--- config.mk ---
export PLATFORM = sky130hd
export DESIGN_NAME = quad_step_decoder
export DESIGN_NICKNAME = d
export VERILOG_FILES = /design/src/rtl/quad_step_decoder.sv
export SDC_FILE = /design/constraint.sdc
export NUM_CORES = 1
export LEC_CHECK = 0
export ABC_AREA = 1
export CELL_PAD_IN_SITES_DETAIL_PLACEMENT = 1
export CELL_PAD_IN_SITES_GLOBAL_PLACEMENT = 1
export CORE_MARGIN = 5
export CORE_UTILIZATION = 39
export DETAILED_ROUTE_END_ITERATION = 16
export HOLD_SLACK_MARGIN = 0.15
export PLACE_DENSITY_LB_ADDON = 0.1
export RECOVER_POWER = 100
export SYNTH_ARGS = -nofsm -noshare
export SYNTH_HDL_FRONTEND = slang
export SYNTH_SLANG_ARGS = --single-unit
--- constraint.sdc ---
create_clock -name clk -period 1.66 [get_ports clk]
set_input_delay 0.166 -clock clk [delete_from_list [all_inputs] [get_ports clk]]
set_output_delay 0.166 -clock clk [all_outputs]
set_load 0.01 [all_outputs]
--- src/rtl/quad_step_decoder.sv ---
// quad_step_decoder: front end for a small up/down counter.
// It takes a mechanical quadrature encoder (A/B) and a preset button. The
// three asynchronous inputs are synchronised and glitch-filtered. Gray-code
// transitions become one-cycle step pulses with a direction. A button press
// becomes a one-cycle active-low load strobe carrying the preset value.
//
// Output strobe semantics: there is no back-pressure. count_enb and ld_cnt
// (active low) are single-cycle strobes that the downstream counter must act
// on in the cycle they are asserted. updn_cnt is meaningful while count_enb=1
// and holds its last value otherwise. data_in is meaningful while ld_cnt=0
// and holds its last value otherwise.
module quad_step_decoder #(
  parameter int FILT_LEN = 4,
  parameter int DATA_W   = 3
) (
  input  logic              clk,
  input  logic              rst_,
  input  logic              enc_a,
  input  logic              enc_b,
  input  logic              ld_req_,
  input  logic [DATA_W-1:0] ld_val,
  input  logic              err_clr,
  output logic              count_enb,
  output logic              updn_cnt,
  output logic              ld_cnt,
  output logic [DATA_W-1:0] data_in,
  output logic              err
);

  // Channel index: 0 = A, 1 = B, 2 = load button (active low, idles high).
  localparam int NCH = 3;
  localparam logic [NCH-1:0] CH_RST    = 3'b100;
  localparam logic [3:0]     FILT_LAST = 4'(FILT_LEN - 1);
  localparam logic [4:0]     START_END = 5'(FILT_LEN + 2);

  logic [NCH-1:0] raw;
  logic [NCH-1:0] sync_1;
  logic [NCH-1:0] sync_2;
  logic [NCH-1:0] filt;
  logic [3:0]     filt_cnt [NCH];
  logic [4:0]     start_cnt;
  logic           startup;
  logic [1:0]     cur_ab;
  logic [1:0]     prev_ab;
  logic           prev_ld;
  logic           step_up;
  logic           step_dn;
  logic           step_bad;
  logic           ld_fall;

  assign raw    = {ld_req_, enc_b, enc_a};
  assign cur_ab = {filt[0], filt[1]};

  // Two-flop synchroniser for every asynchronous input.
  always_ff @(posedge clk or negedge rst_) begin
    if (!rst_) begin
      sync_1 <= CH_RST;
      sync_2 <= CH_RST;
    end else begin
      sync_1 <= raw;
      sync_2 <= sync_1;
    end
  end

  // Startup window: counts FILT_LEN+2 cycles after reset release, then stops.
  // It is long enough for the synchroniser and the tracking filter to
  // settle, and for the previous-state registers to load real levels.
  always_ff @(posedge clk or negedge rst_) begin
    if (!rst_) begin
      start_cnt <= '0;
    end else if (startup) begin
      start_cnt <= start_cnt + 5'd1;
    end
  end

  assign startup = (start_cnt != START_END);

  // Glitch filter. A channel must disagree with its filtered value for
  // FILT_LEN consecutive cycles before the change is accepted. While the
  // startup window is open, the filtered value tracks the synchronised value.
  always_ff @(posedge clk or negedge rst_) begin
    if (!rst_) begin
      filt <= CH_RST;
      for (int i = 0; i < NCH; i++) begin
        filt_cnt[i] <= '0;
      end
    end else begin
      for (int i = 0; i < NCH; i++) begin
        if (startup) begin
          filt[i]     <= sync_2[i];
          filt_cnt[i] <= '0;
        end else if (sync_2[i] == filt[i]) begin
          filt_cnt[i] <= '0;
        end else if (filt_cnt[i] == FILT_LAST) begin
          filt[i]     <= sync_2[i];
          filt_cnt[i] <= '0;
        end else begin
          filt_cnt[i] <= filt_cnt[i] + 4'd1;
        end
      end
    end
  end

  // Previous filtered levels. These load every cycle, including during
  // startup, so nothing is detected when the window closes.
  always_ff @(posedge clk or negedge rst_) begin
    if (!rst_) begin
      prev_ab <= 2'b00;
      prev_ld <= 1'b1;
    end else begin
      prev_ab <= cur_ab;
      prev_ld <= filt[2];
    end
  end

  // x4 Gray decoder: classify the {prev,cur} pair.
  // Up sequence:   00->01->11->10->00
  // Down sequence: the reverse
  // Two-bit jumps are illegal.
  always_comb begin
    step_up  = 1'b0;
    step_dn  = 1'b0;
    step_bad = 1'b0;
    case ({prev_ab, cur_ab})
      4'b00_01, 4'b01_11, 4'b11_10, 4'b10_00: step_up  = 1'b1;
      4'b00_10, 4'b10_11, 4'b11_01, 4'b01_00: step_dn  = 1'b1;
      4'b00_11, 4'b11_00, 4'b01_10, 4'b10_01: step_bad = 1'b1;
      default: ;
    endcase
    if (startup) begin
      step_up  = 1'b0;
      step_dn  = 1'b0;
      step_bad = 1'b0;
    end
  end

  // Load request: a falling edge of the filtered button outside startup.
  // A held button or its release produces nothing further.
  assign ld_fall = !startup && prev_ld && !filt[2];

  // Step pulse and direction. The direction holds between pulses.
  always_ff @(posedge clk or negedge rst_) begin
    if (!rst_) begin
      count_enb <= 1'b0;
      updn_cnt  <= 1'b1;
    end else begin
      count_enb <= step_up | step_dn;
      if (step_up) begin
        updn_cnt <= 1'b1;
      end else if (step_dn) begin
        updn_cnt <= 1'b0;
      end
    end
  end

  // Sticky error flag. A new illegal transition wins over a clear in the same cycle.
  always_ff @(posedge clk or negedge rst_) begin
    if (!rst_) begin
      err <= 1'b0;
    end else if (step_bad) begin
      err <= 1'b1;
    end else if (err_clr) begin
      err <= 1'b0;
    end
  end

  // Load strobe, with the preset captured on the same edge. The load is not
  // arbitrated against a step; the counter downstream gives load priority.
  always_ff @(posedge clk or negedge rst_) begin
    if (!rst_) begin
      ld_cnt  <= 1'b1;
      data_in <= '0;
    end else begin
      ld_cnt <= !ld_fall;
      if (ld_fall) begin
        data_in <= ld_val;
      end
    end
  end

endmodule

=== Yosys cells after proc, flatten, opt, wreduce, memory -nomap -nowiden ===
Cells that the tools add are included.

* Flip-flop bits (word level): 36
* Input bits: 9
* Output and inout port bits: 7

* Add/sub/neg operators: 4
* Eq/ne operators: 22
* Mux-type cells: 28
* Bitwise operators: 1
* Reductions and logical operators: 16

{| class="wikitable"
|+ Operator list
! operator !! number
|-
| 2-to-1 mux 4 bit || 9
|-
| equality test 4 bit (second input constant) || 6
|-
| equality test 4 x 2 -> 1 bit (second input constant) || 5
|-
| 2-to-1 mux 1 bit || 19
|-
| adder 4 x 1 -> 4 bit (second input constant) || 3
|-
| equality test 4 x 3 -> 1 bit (second input constant) || 3
|-
| OR reduction 4 bit || 3
|-
| nonzero test 2 bit || 5
|-
| inequality test 2 bit (second input constant) || 3
|-
| AND reduction 2 bit || 3
|-
| adder 5 x 1 -> 5 bit (second input constant) || 1
|-
| inequality test 5 x 3 -> 1 bit (second input constant) || 1
|-
| equality test 4 x 1 -> 1 bit (second input constant) || 1
|-
| equality test 1 bit || 3
|-
| zero test 1 bit || 3
|-
| logical AND 1 bit || 2
|-
| OR 1 bit || 1
|}

=== Depth between registers and ports, before layout ===
* Depth after elaboration: 6
* Mapped depth: 7
* Depth with buffers taken out: 7

=== Worst setup path before layout ===
OpenSTA, ideal clock, no wires.

* Path type: reg-to-reg
* From: register start_cnt[0]
* To: register filt_cnt[4] (netlist bit)
* Library setup time: 70 ps
* Arrival time: 1175 ps
* Path slack: 414 ps
* Stages on the path, launching flop included: 8
* Path buffers: 1
* Path through: dfrtp_1 -> inv_1 -> ha_1 -> nand2_2 -> nor2_4 -> buf_8 -> nand3_4 -> nor2_2

* Cells in the longest elaborated chain, start to end: 2

{| class="wikitable"
|+ RTL lines
! element !! RTL line !! text
|-
| start, declared || 41 || <nowiki>logic [4:0] start_cnt;</nowiki>
|-
| start signal, assigned || 72 || <nowiki>start_cnt <= start_cnt + 5'd1;</nowiki>
|-
| inequality test 5 x 3 -> 1 bit || 76 || <nowiki>assign startup = (start_cnt != START_END);</nowiki>
|-
| 2-to-1 mux 4 bit || 89 || <nowiki>if (startup) begin</nowiki>
|-
| end signal, assigned by index || 98 || <nowiki>filt_cnt[i] <= filt_cnt[i] + 4'd1;</nowiki>
|-
| end, declared || 40 || <nowiki>logic [3:0] filt_cnt [NCH];</nowiki>
|}

No other way between the ends.
A chain may end at the register's enable or synchronous reset.

=== Final worst setup path ===
* From: register updn_cnt
* To: output port updn_cnt

{| class="wikitable"
|+ RTL lines
! element !! RTL line !! text
|-
| start, declared || 24 || <nowiki>output logic updn_cnt,</nowiki>
|-
| start signal, assigned || 145 || <nowiki>updn_cnt <= 1'b1;</nowiki>
|-
| start signal, assigned || 149 || <nowiki>updn_cnt <= 1'b1;</nowiki>
|-
| start signal, assigned || 151 || <nowiki>updn_cnt <= 1'b0;</nowiki>
|}

No word-level cell between the ends.

==> results.txt <==
syn nets: 153
Buf/Inv on CP: 1
DR WL/cell: 12.7 um
leakage: 0.871 nW
clk_lat worst skew: 290 ps
# DRC: 0
Storage cell area: 908 um2
final setup slack of the worst path: 89.2 ps
utilization after layout: 48.2%
CTS H-Tree Depth: 2
Max Clock Freq: 637 MHz
synthesized cell area: 1500 um2
Site Rows: 22
status: finished, final reports clean
initial antenna violation count: 0
Crit path largest cell delay: 590 ps
Detail Placement HPWL: 1.98 mm
Root Buffer: clkbuf_8
fin crit period: 1570 ps
fin. max-slew vios: 0
number of port buffers: 15
Hold WS: 355 ps
worst vdd ir: 651 uV
Post-CTS Setup Bufs: 0
family with the most delay on the worst path: buffers and inverters
GRT busiest layer: met2
worst-margin pin slew: 865 ps
total routed wirelength: 2.69 mm
power per cell area: 1560 nW/um2
final hold viol count: 0
crit end category: output pin
post-synthesis sequential area ratio: 60.6%
# hold bufs at CTS: 0
die span in x: 72.0 um
Die Ht: 72.0 um
Remaining Overflow, GRT: 0
via count: 985
DP Worst Slack: 140 ps
register bit total from synthesis: 36
GR Util met2: 22.7%
DRT Pass-1 Iters: 4
Area Overhead vs Synth: 18.5%
Crit Path Max Fanout: 2
GRT met3 Usage: 4.57%
Hold WC Path Type: flip-flop to flip-flop
Final Non-Filler Cells: 212
dpl cells: 204
Tot GR Track Use: 12.6%
Clock Path Buffers: 2
DRT iter0 DRCs: 46
layout cell share with drive strength beyond 1: 12.8%
unrepaired setup endpoints after global routing: no
WP data arrival: 1400 ps
vias in the first global route: 1,125
Clk pin slew, worst setup/hold paths: 70 ps
Core Box Area: 3690 um2
Final GP Congestion: 0.732
cells along the critical path: dlygate4sd3_1
multi-input logic area: 523 um2
TritonCTS clock tree: built
Synth Flop Type: dfrtp_1
Initial Util: 40.7%
top cells by count, synth: 34 x nand2_1, 30 x dfrtp_1, 11 x inv_1, 11 x nor2_1, 10 x xor2_1
Synth top area share: 50.0%
first-pass GRT wire length: 4.94 mm
critical path type: flip-flop to output pin
vias per inst: 4.65
antenna cells: 0
TNS Setup: 0 ps
average size of a mapped cell: 10.8 um2
EDFF count, synth: 0
Yosys top cell by area: dfrtp_1
slew margin rel.: 42.3%
Ports: 16
largest cells by area after synthesis: dfrtp_1 50%, dfstp_2 11%, nand2_1 8.5%
layout filler cell count: 448
Yosys cell types: 17
Setup crit start kind: flip-flop
CTS sink cnt: 36
critical path's slowest cell: dlygate4sd3_1
Clock Skews: 6.25 ps
Gate Count Post-Synth: 139
fraction of registers with async set/reset: 100%
max-cap violation count: 0
Critical Path RT: 1490 ps
GRT met1 Usage: 12.7%
Yosys warning count: 0
final setup fails: 0
final worst-path cycle share: 94.6%
nets: 177
CTS buffer count: 5
pin count of the biggest net entering global routing: 37
most common cell in the synthesized netlist: nand2_1
die area: 5190 um2
DRT antenna net count: 0
[cell families (layout without fill, tap and decap cells)]
| family | after synthesis | in the layout | synth area share, % |
|---|---|---|---|
| fa+ha+maj | 5 | 5 | 4.17 |
| buf+inv | 12 | 37 | 3.75 |
| simple gates | 68 | 68 | 22.0 |
| flops | 36 | 36 | 60.6 |
| compound gates | 4 | 4 | 1.33 |
| xor+xnor | 14 | 14 | 8.17 |
[worst paths after layout]
kind                            depth (start not counted)    startpoint  slack [ps]           to
worst max-delay path                                    1      updn_cnt          90     updn_cnt
worst min-delay path                                    0     sync_1[0]         360    sync_2[0]
worst max register to register                          7  start_cnt[0]         130  filt_cnt[3]
worst min register to register                          0     sync_1[0]         360    sync_2[0]
max in group asynchronous                               2          rst_         590  filt_cnt[1]
min in group asynchronous                               2          rst_         520    count_enb
[cell type report]
type / instances / area share (%)
Timing Repair Buffer: 18 / 9.22
Sequential cell: 36 / 51.1
Inverter: 11 / 2.32
Clock inverter: 1 / 0.281
Multi-Input combinational cell: 91 / 29.4
Tap cell: 48 / 3.38
Clock buffer: 7 / 4.29
[per-stage QoR]
| step | total power, mW | instance area, um2 |
|---|---|---|
| final | 2.77 | 1780 |
| after global routing | 3.01 | 1780 |
| after CTS | 2.89 | 1800 |
| after detailed placement | 2.28 | 1720 |
| after global placement | 2.25 | 1720 |
| after floorplan | 1.92 | 1500 |
[timing repair]
action / CTS / global route
resized for setup: 0 / 0
hold endpoints to repair: 0 / 0
endpoints found under the setup margin: 0 / 2
[cells in the final DEF, fill, tap and decap left out, drive strengths merged]
master	Yosys	routed
clkinv	0	1
dfrtp	30	30
nand4	3	3
xnor2	4	4
nand3b	1	1
nor2	18	18
inv	11	11
o21ai	4	4
dfstp	6	6
ha	5	5
clkdlybuf4s50	0	4
xor2	10	10
clkbuf	0	10
nand2	35	35
nand3	11	11
dlygate4sd3	0	11
[report_power, final]
| group | leakage (nW) | total (mW) | switching, mW | internal, mW |
|---|---|---|---|---|
| Combinational | 0.390 | 0.822 | 0.445 | 0.377 |
| Sequential | 0.439 | 1.35 | 0.193 | 1.16 |
| Clock | 0.0422 | 0.590 | 0.295 | 0.294 |
[state kept, by name (all words and copies together) (netlist names)]
| name | cells |
|---|---|
| filt_cnt | 12 |
| start_cnt | 5 |
| data_in | 3 |
| filt | 3 |
| sync_1 | 3 |
| sync_2 | 3 |
| prev_ab | 2 |
| count_enb | 1 |
| err | 1 |
| ld_cnt | 1 |
| prev_ld | 1 |
| updn_cnt | 1 |
[per-layer routing]
metal | part of all wire, % | vias to the layer above
met5 | 0 | -
met4 | 2.3 | 0
met3 | 4.3 | 6
met2 | 53 | 13
met1 | 41 | 483
li1 | - | 483
(Power assumes the default switching activity.)
